[src/rtl/serial_add_sub.sv]
// serial_add_sub
// ---------------------------------------------------------------------------
// Digit-serial signed adder/subtractor. One DIGIT-bit adder slice is reused
// for N = WIDTH/DIGIT cycles, so each operation takes N cycles to compute.
// Operands are accepted through a valid/ready handshake. The result is
// presented the same way and is held until the consumer takes it.
//
// Ports
//   clk        : single clock, all state changes on the rising edge
//   rst        : synchronous active-high reset, aborts any operation
//   in_valid   : operands and controls are presented
//   in_ready   : block is idle and will take an operation this cycle
//   data0      : signed operand A
//   data1      : signed operand B
//   mode       : 0 = A+B, 1 = A-B
//   sat_en     : clamp the result to the signed range on overflow
//   out_valid  : result and flags are valid
//   out_ready  : consumer accepts the result
//   result     : signed result (wrapped or saturated)
//   carry_out  : raw carry out of the MSB (for subtract, 1 = no borrow)
//   overflow   : signed overflow occurred, reported even when saturated
// ---------------------------------------------------------------------------
module serial_add_sub #(
    parameter int WIDTH = 8,
    parameter int DIGIT = 2
) (
    input  logic             clk,
    input  logic             rst,
    input  logic             in_valid,
    output logic             in_ready,
    input  logic [WIDTH-1:0] data0,
    input  logic [WIDTH-1:0] data1,
    input  logic             mode,
    input  logic             sat_en,
    output logic             out_valid,
    input  logic             out_ready,
    output logic [WIDTH-1:0] result,
    output logic             carry_out,
    output logic             overflow
);

    localparam int N  = WIDTH / DIGIT;
    localparam int KW = (N > 1) ? $clog2(N) : 1;

    localparam logic [1:0] IDLE = 2'd0;
    localparam logic [1:0] CALC = 2'd1;
    localparam logic [1:0] DONE = 2'd2;

    generate
        if ((WIDTH % DIGIT) != 0 || WIDTH < 2) begin : g_param_check
            $error("serial_add_sub: WIDTH must be >= 2 and a multiple of DIGIT");
        end
    endgenerate

    logic [1:0]       state;
    logic [WIDTH-1:0] a_reg;
    logic [WIDTH-1:0] b_reg;
    logic [WIDTH-1:0] sum_reg;
    logic             sat_reg;
    logic             carry;
    logic [KW-1:0]    k;

    logic [DIGIT:0]   slice;
    logic [WIDTH-1:0] sum_next;
    logic [WIDTH-1:0] clamp;
    logic             ovf_next;
    logic             last;
    int               base;

    assign in_ready = (state == IDLE);
    assign last     = (k == KW'(N - 1));

    // One digit of the addition. b_reg already holds ~B for subtraction and
    // the carry was preset to 1, so the same slice serves both modes.
    // sum_next is the partial sum with the current digit merged in; on the
    // final digit it is the complete wrapped sum, which is what the overflow
    // test and the clamp selection look at.
    always_comb begin
        base     = int'(k) * DIGIT;
        slice    = {1'b0, a_reg[base +: DIGIT]}
                 + {1'b0, b_reg[base +: DIGIT]}
                 + {{DIGIT{1'b0}}, carry};
        sum_next = sum_reg;
        sum_next[base +: DIGIT] = slice[DIGIT-1:0];
        ovf_next = (a_reg[WIDTH-1] == b_reg[WIDTH-1])
                && (sum_next[WIDTH-1] != a_reg[WIDTH-1]);
        clamp    = a_reg[WIDTH-1] ? {1'b1, {(WIDTH-1){1'b0}}}
                                  : {1'b0, {(WIDTH-1){1'b1}}};
    end

    // Control and datapath registers. The partial sum builds up in sum_reg so
    // that the visible result only changes on the edge that leaves CALC, and
    // otherwise keeps the previous operation's value. Saturation and the flags
    // are registered on that same edge, so the outputs are pure registers.
    always_ff @(posedge clk) begin
        if (rst) begin
            state     <= IDLE;
            a_reg     <= '0;
            b_reg     <= '0;
            sum_reg   <= '0;
            sat_reg   <= 1'b0;
            carry     <= 1'b0;
            k         <= '0;
            out_valid <= 1'b0;
            result    <= '0;
            carry_out <= 1'b0;
            overflow  <= 1'b0;
        end else begin
            case (state)
                IDLE: begin
                    if (in_valid) begin
                        a_reg   <= data0;
                        b_reg   <= mode ? ~data1 : data1;
                        sat_reg <= sat_en;
                        carry   <= mode;
                        sum_reg <= '0;
                        k       <= '0;
                        state   <= CALC;
                    end
                end
                CALC: begin
                    sum_reg <= sum_next;
                    carry   <= slice[DIGIT];
                    if (last) begin
                        result    <= (sat_reg && ovf_next) ? clamp : sum_next;
                        carry_out <= slice[DIGIT];
                        overflow  <= ovf_next;
                        out_valid <= 1'b1;
                        state     <= DONE;
                    end else begin
                        k <= k + 1'b1;
                    end
                end
                DONE: begin
                    if (out_ready) begin
                        out_valid <= 1'b0;
                        state     <= IDLE;
                    end
                end
                default: begin
                    state     <= IDLE;
                    out_valid <= 1'b0;
                end
            endcase
        end
    end

endmodule

[config.mk]
export PLATFORM = sky130hd
export DESIGN_NAME = serial_add_sub
export DESIGN_NICKNAME = d
export VERILOG_FILES = /design/src/rtl/serial_add_sub.sv
export SDC_FILE = /design/constraint.sdc
export NUM_CORES = 1
export LEC_CHECK = 0
export CAP_MARGIN = 20
export CORE_MARGIN = 8
export CORE_UTILIZATION = 45
export DETAILED_ROUTE_END_ITERATION = 10
export PLACE_DENSITY = 0.68
export SLEW_MARGIN = 0
export SYNTH_ARGS = -nofsm -noshare
export SYNTH_HDL_FRONTEND = slang
export SYNTH_SLANG_ARGS = --single-unit
[constraint.sdc]
create_clock -name clk -period 4.4 [get_ports clk]
set_clock_uncertainty 0.15 [all_clocks]
set_input_delay 1.32 -clock clk [delete_from_list [all_inputs] [get_ports clk]]
set_output_delay 1.32 -clock clk [all_outputs]
set_load 0.005 [all_outputs]
# ---- After elaboration in Yosys (flattened, before gate mapping)
# Cells that the tools add are included.
dict set report word_totals {
  out_inout_bits 12
  in_bits 22
  ff_bits 41
  word_cells 58
}
dict set report op_classes {
  n_reduce_logical 10
  bitwise_logic 2
  add_sub_neg 4
  shift 4
  eq_ne 9
  n_mux 18
}
# op count
set ops {}
lappend ops {{3-bit negation with 33-bit output} 1}
lappend ops {{2-bit by 33-bit variable shift with 8-bit output, first input constant} 1}
lappend ops {{2-bit by 33-bit indexed part select with 8-bit output} 1}
lappend ops {{8-bit two-way mux} 4}
lappend ops {{8-bit one-hot mux with 2 select lines} 1}
lappend ops {{8-bit by 4-bit indexed part select with 2-bit output} 2}
lappend ops {{2-bit two-way mux} 5}
lappend ops {{3-bit AND reduction} 3}
lappend ops {{8-bit bitwise mux} 1}
lappend ops {{2-bit inequality test, second input constant} 4}
lappend ops {{8-bit NOT} 1}
lappend ops {{2-bit one-hot mux with 3 select lines} 1}
lappend ops {{2-bit AND reduction} 3}
lappend ops {{2-bit == test, second input constant} 2}
lappend ops {{2-bit one-hot mux with 2 select lines} 1}
lappend ops {{2-bit by 2-bit adder with 3-bit output} 1}
lappend ops {{3-bit by 1-bit adder with 3-bit output} 1}
lappend ops {{1-bit two-way mux} 3}
lappend ops {{1-bit one-hot mux with 3 select lines} 1}
lappend ops {{2-bit by 1-bit adder with 2-bit output, second input constant} 1}
lappend ops {{2-bit by 1-bit == test with 1-bit output, second input constant} 1}
lappend ops {{1-bit logical AND} 2}
lappend ops {{2-bit zero test} 1}
lappend ops {{1-bit one-hot mux with 2 select lines} 1}
lappend ops {{4 further kinds} 4}

# ---- Longest topological paths before layout
dict set report logic_depth {
  word_depth 9
  ltp_mapped 9
  ltp_nobuf 7
}

# ---- Least setup slack after synthesis
# OpenSTA, ideal clock, no wires.
dict set report synth_path {
  path_type {reg-to-reg}
  start {register k[0]}
  end {register result[0]}
  setup_ns 0.079
  required_time_ns 4.171
  n_path_buf 2
  stages_incl_launch_ff 10
  period_less_slack_ns 3.169
  slack_ns 1.231
  arrival_time_ns 2.939
  path_cell_list {dfxtp_1 -> buf_2 -> mux4_2 -> fa_1 -> fa_1 -> and4bb_4 -> a32oi_4 -> and2_4 -> buf_6 -> a211oi_2}
}
dict set report synth_via {
  elab_chain_cells 9
  elab_cells_between_ends 14
  cone_classes {3 x add/sub; 2 x eq/ne; 4 x shift; 2 x mux; 3 x reduce/logical}
}
# element line_no
set synth_rtl {}
lappend synth_rtl {{start, declared} 61} ;# logic [KW-1:0] k;
lappend synth_rtl {{start signal, assigned} 131} ;# k <= k + 1'b1;
lappend synth_rtl {{8-bit by 4-bit indexed part select with 2-bit output, on equally long branches} {80, 81}}
lappend synth_rtl {{2-bit by 2-bit adder with 3-bit output} 81} ;# + {1'b0, b_reg[base +: DIGIT]}
lappend synth_rtl {{3-bit by 1-bit adder with 3-bit output} 82} ;# + {{DIGIT{1'b0}}, carry};
lappend synth_rtl {{2-bit by 33-bit indexed part select with 8-bit output} 84} ;# sum_next[base +: DIGIT] = slice[DIGIT-1:0];
lappend synth_rtl {{8-bit bitwise mux} 84}
lappend synth_rtl {{1-bit inequality test} 86} ;# && (sum_next[WIDTH-1] != a_reg[WIDTH-1]);
lappend synth_rtl {{1-bit logical AND} 86}
lappend synth_rtl {{1-bit logical AND} 125} ;# result <= (sat_reg && ovf_next) ? clamp : sum_next;
lappend synth_rtl {{8-bit two-way mux} 125}
lappend synth_rtl {{end signal, assigned} 125}
lappend synth_rtl {{end, declared} 37} ;# output logic [WIDTH-1:0] result,
# Several ways; a longest one is shown, not always the timed one.
# A chain may end at the register's enable or synchronous reset.

# ---- Worst setup path in the final report
dict set report layout_path {
  start {register k[0]}
  end {register result[3]}
}
# The elaborated chain is that of the path after synthesis.

==> impl_metrics.ini <==
[run_status]
outcome = finished clean

[clocking]
clk_pin_slew_ps = 80
clk_path_buf_depth = 2
cts_resized = 0
worst_skew_pair.late_latency_ps = 290
cts_hold_buf = 0
cts.sinks = 41
cts_tree = done
htreeDepth = 2
cts_setup_buffers = 0
root_buffer = clkbuf_8
numCtsBuffers = 5

[timing]
setup_violations = 0
hold_viol_final = 0
tightest_slew_ps = 874
max_freq_mhz = 313
min_period_ps = 3200
finalSetupTns_ps = 0
drv_slew = 0
fin_crit_sh_pct = 72.7
rsz0062_at_grt = false
setup_slack_ps = 1200
max_slew_margin_pct = 41.7

[final_layout]
ff_latch_area_um2 = 821
most-common-layout-cells = dfxtp_1 (41), clkdlybuf4s50_1 (33), nand2_1 (31), nor2_1 (25), a21oi_1 (22)
final_nets = 294
multi_input_area_um2 = 1240
fillerInstances = 465
final_common_cell = dfxtp_1
antennaDiodeCount = 0
layout-drive-gt1-share_pct = 14.3
area_growth_syn_to_layout_pct = 15.9

[die]
die_width_um = 86.7
num_rows = 25
die_h_um = 86.7
initial_core_util_pct = 47.0
ioPinCount = 34
die_area_um2 = 7510
core_area_um2 = 4790

[critical_path]
r2r_slack_ps = 1200
endpoint_kind = flop
critPathKind = reg2reg
required_ps = 4470
max_stage_delay_ps = 590
cpMostUsedCell = fa_1
cp_top_family = adder cells
worst-path-max-fanout = 7
path_cells = mux4_2, fa_1, fa_1, and4bb_4, o22a_2, nand3_1, a211oi_2
cp_slowest_cell = fa_1
critPathLaunchType = flop
cp.arrival_ps = 3270
critPathBufInv = 0

[route]
first_iter_violations = 79
drtAntennaViolNets = 0
wirelength_um = 4570
drt_pass1_iterations = 4
viasPerCell = 5.25
vias = 1744
wl_per_cell_um = 13.8
drc = 0

[synthesis]
syn_area_um2 = 2250
synth_nets = 271
netlist_instances = 241
synth-edff-count = 0
synth_area_per_cell_um2 = 9.32
yosysSeqAreaShare_pct = 36.5
synth_flop_cell = dfxtp_1
synth_warnings = 0
async_reset_ff_share_pct = 0
synth_seq_cells = 41
yosysUniqueCellTypes = 46

[global_route]
grt_max_degree = 42
grt_pass1_wl_um = 7820
grt_overflow_total = 0
antenna_found_initial = 0
grt_usage_pct = 12.9
grt_pass1_vias = 1680

[place]
io_buffer_count = 33
gp_congestion = 0.776
dpl.hpwl_um = 3150
dp_worst_setup_slack_ps = 1130

[flow_run]
drv_cap = 0

[pwr]
ir_drop_mv = 0.225
cellPowerDensity_nw_per_um2 = 293
p_leak_nw = 0.902

[hold_path]
holdCritPathClass = reg2reg
## path summary, 6_finish.rpt
kind         startpoint        end  depth (start not counted)
max                k[0]  result[3]                          7
min            a_reg[4]   a_reg[4]                          2
max reg2reg        k[0]  result[3]                          7
min reg2reg    a_reg[4]   a_reg[4]                          2
## per-stage QoR
step           total power, mW  instances  hold slack (ps)  util, %  cell area [um2]
2_1_floorplan            0.497        241              283        -             2250
3_3_place_gp             0.530        324              292     52.7             2520
3_5_place_dp             0.532        324              297     52.7             2520
4_1_cts                  0.777        332              308     54.4             2600
5_1_grt                  0.804        332              335     54.4             2600
6_report                 0.764        332              306     54.4             2600
## metal layers
layer  GRT usage [%]  vias to the layer above  part of all wire (%)
li1                -                      895                     -
met1            16.2                      809                    47
met2            20.7                       33                    48
met3            3.31                        7                   3.5
met4            4.69                        0                   1.2
met5               0                        -                     0
## layout make-up
type                    count  share of cell area (%)
clock buffers               7                    2.93
clock inverters             1                   0.288
inverters                   7                    1.01
multi-input cells         173                    47.5
flip-flops and latches     41                    31.5
well taps                  67                    3.22
repair buffers             36                    13.6
## power breakdown
| part | leakage, nW | total [mW] | internal [mW] | switching (mW) |
|---|---|---|---|---|
| clock | 0.0385 | 0.240 | 0.112 | 0.128 |
| combinational | 0.530 | 0.124 | 0.0614 | 0.0623 |
| sequential | 0.334 | 0.400 | 0.386 | 0.0142 |
## cells by family after synthesis
logic type	count (synthesis)	synth area share (%)
multiplexers	9	6.35
flip-flops	41	36.5
AND/OR/NAND/NOR	95	21.8
AO/OA/AOI/OAI	53	18.7
buffers and inverters	27	8.46
XOR/XNOR	8	3.12
adder cells (fa/ha/maj)	8	5.12
## synthesized netlist by cell type, drive strengths merged, types with 3 or more instances
master  instances  area [um2]
nand3          16        80.1
and4bb          4        53.8
a21oi          22         110
inv             7        26.3
dfxtp          41         821
ha              6        75.1
a211oi         16         155
mux4            4        90.1
nor2           26         105
and2            3        22.5
a41o            5        55.1
clkbuf         13         110
buf             6        42.5
nand2          31         116
xnor2           8        70.1
mux2i           3        30.0
nor2b           7        43.8
## worst reg2reg max path, stage by stage (launching register included)
cell and delay [ps]:
dfxtp_1 500, mux4_2 570, fa_1 430, fa_1 590
and4bb_4 310, o22a_2 230, nand3_1 120, a211oi_2 220
Note: power is estimated with default switching activity, not from simulation.
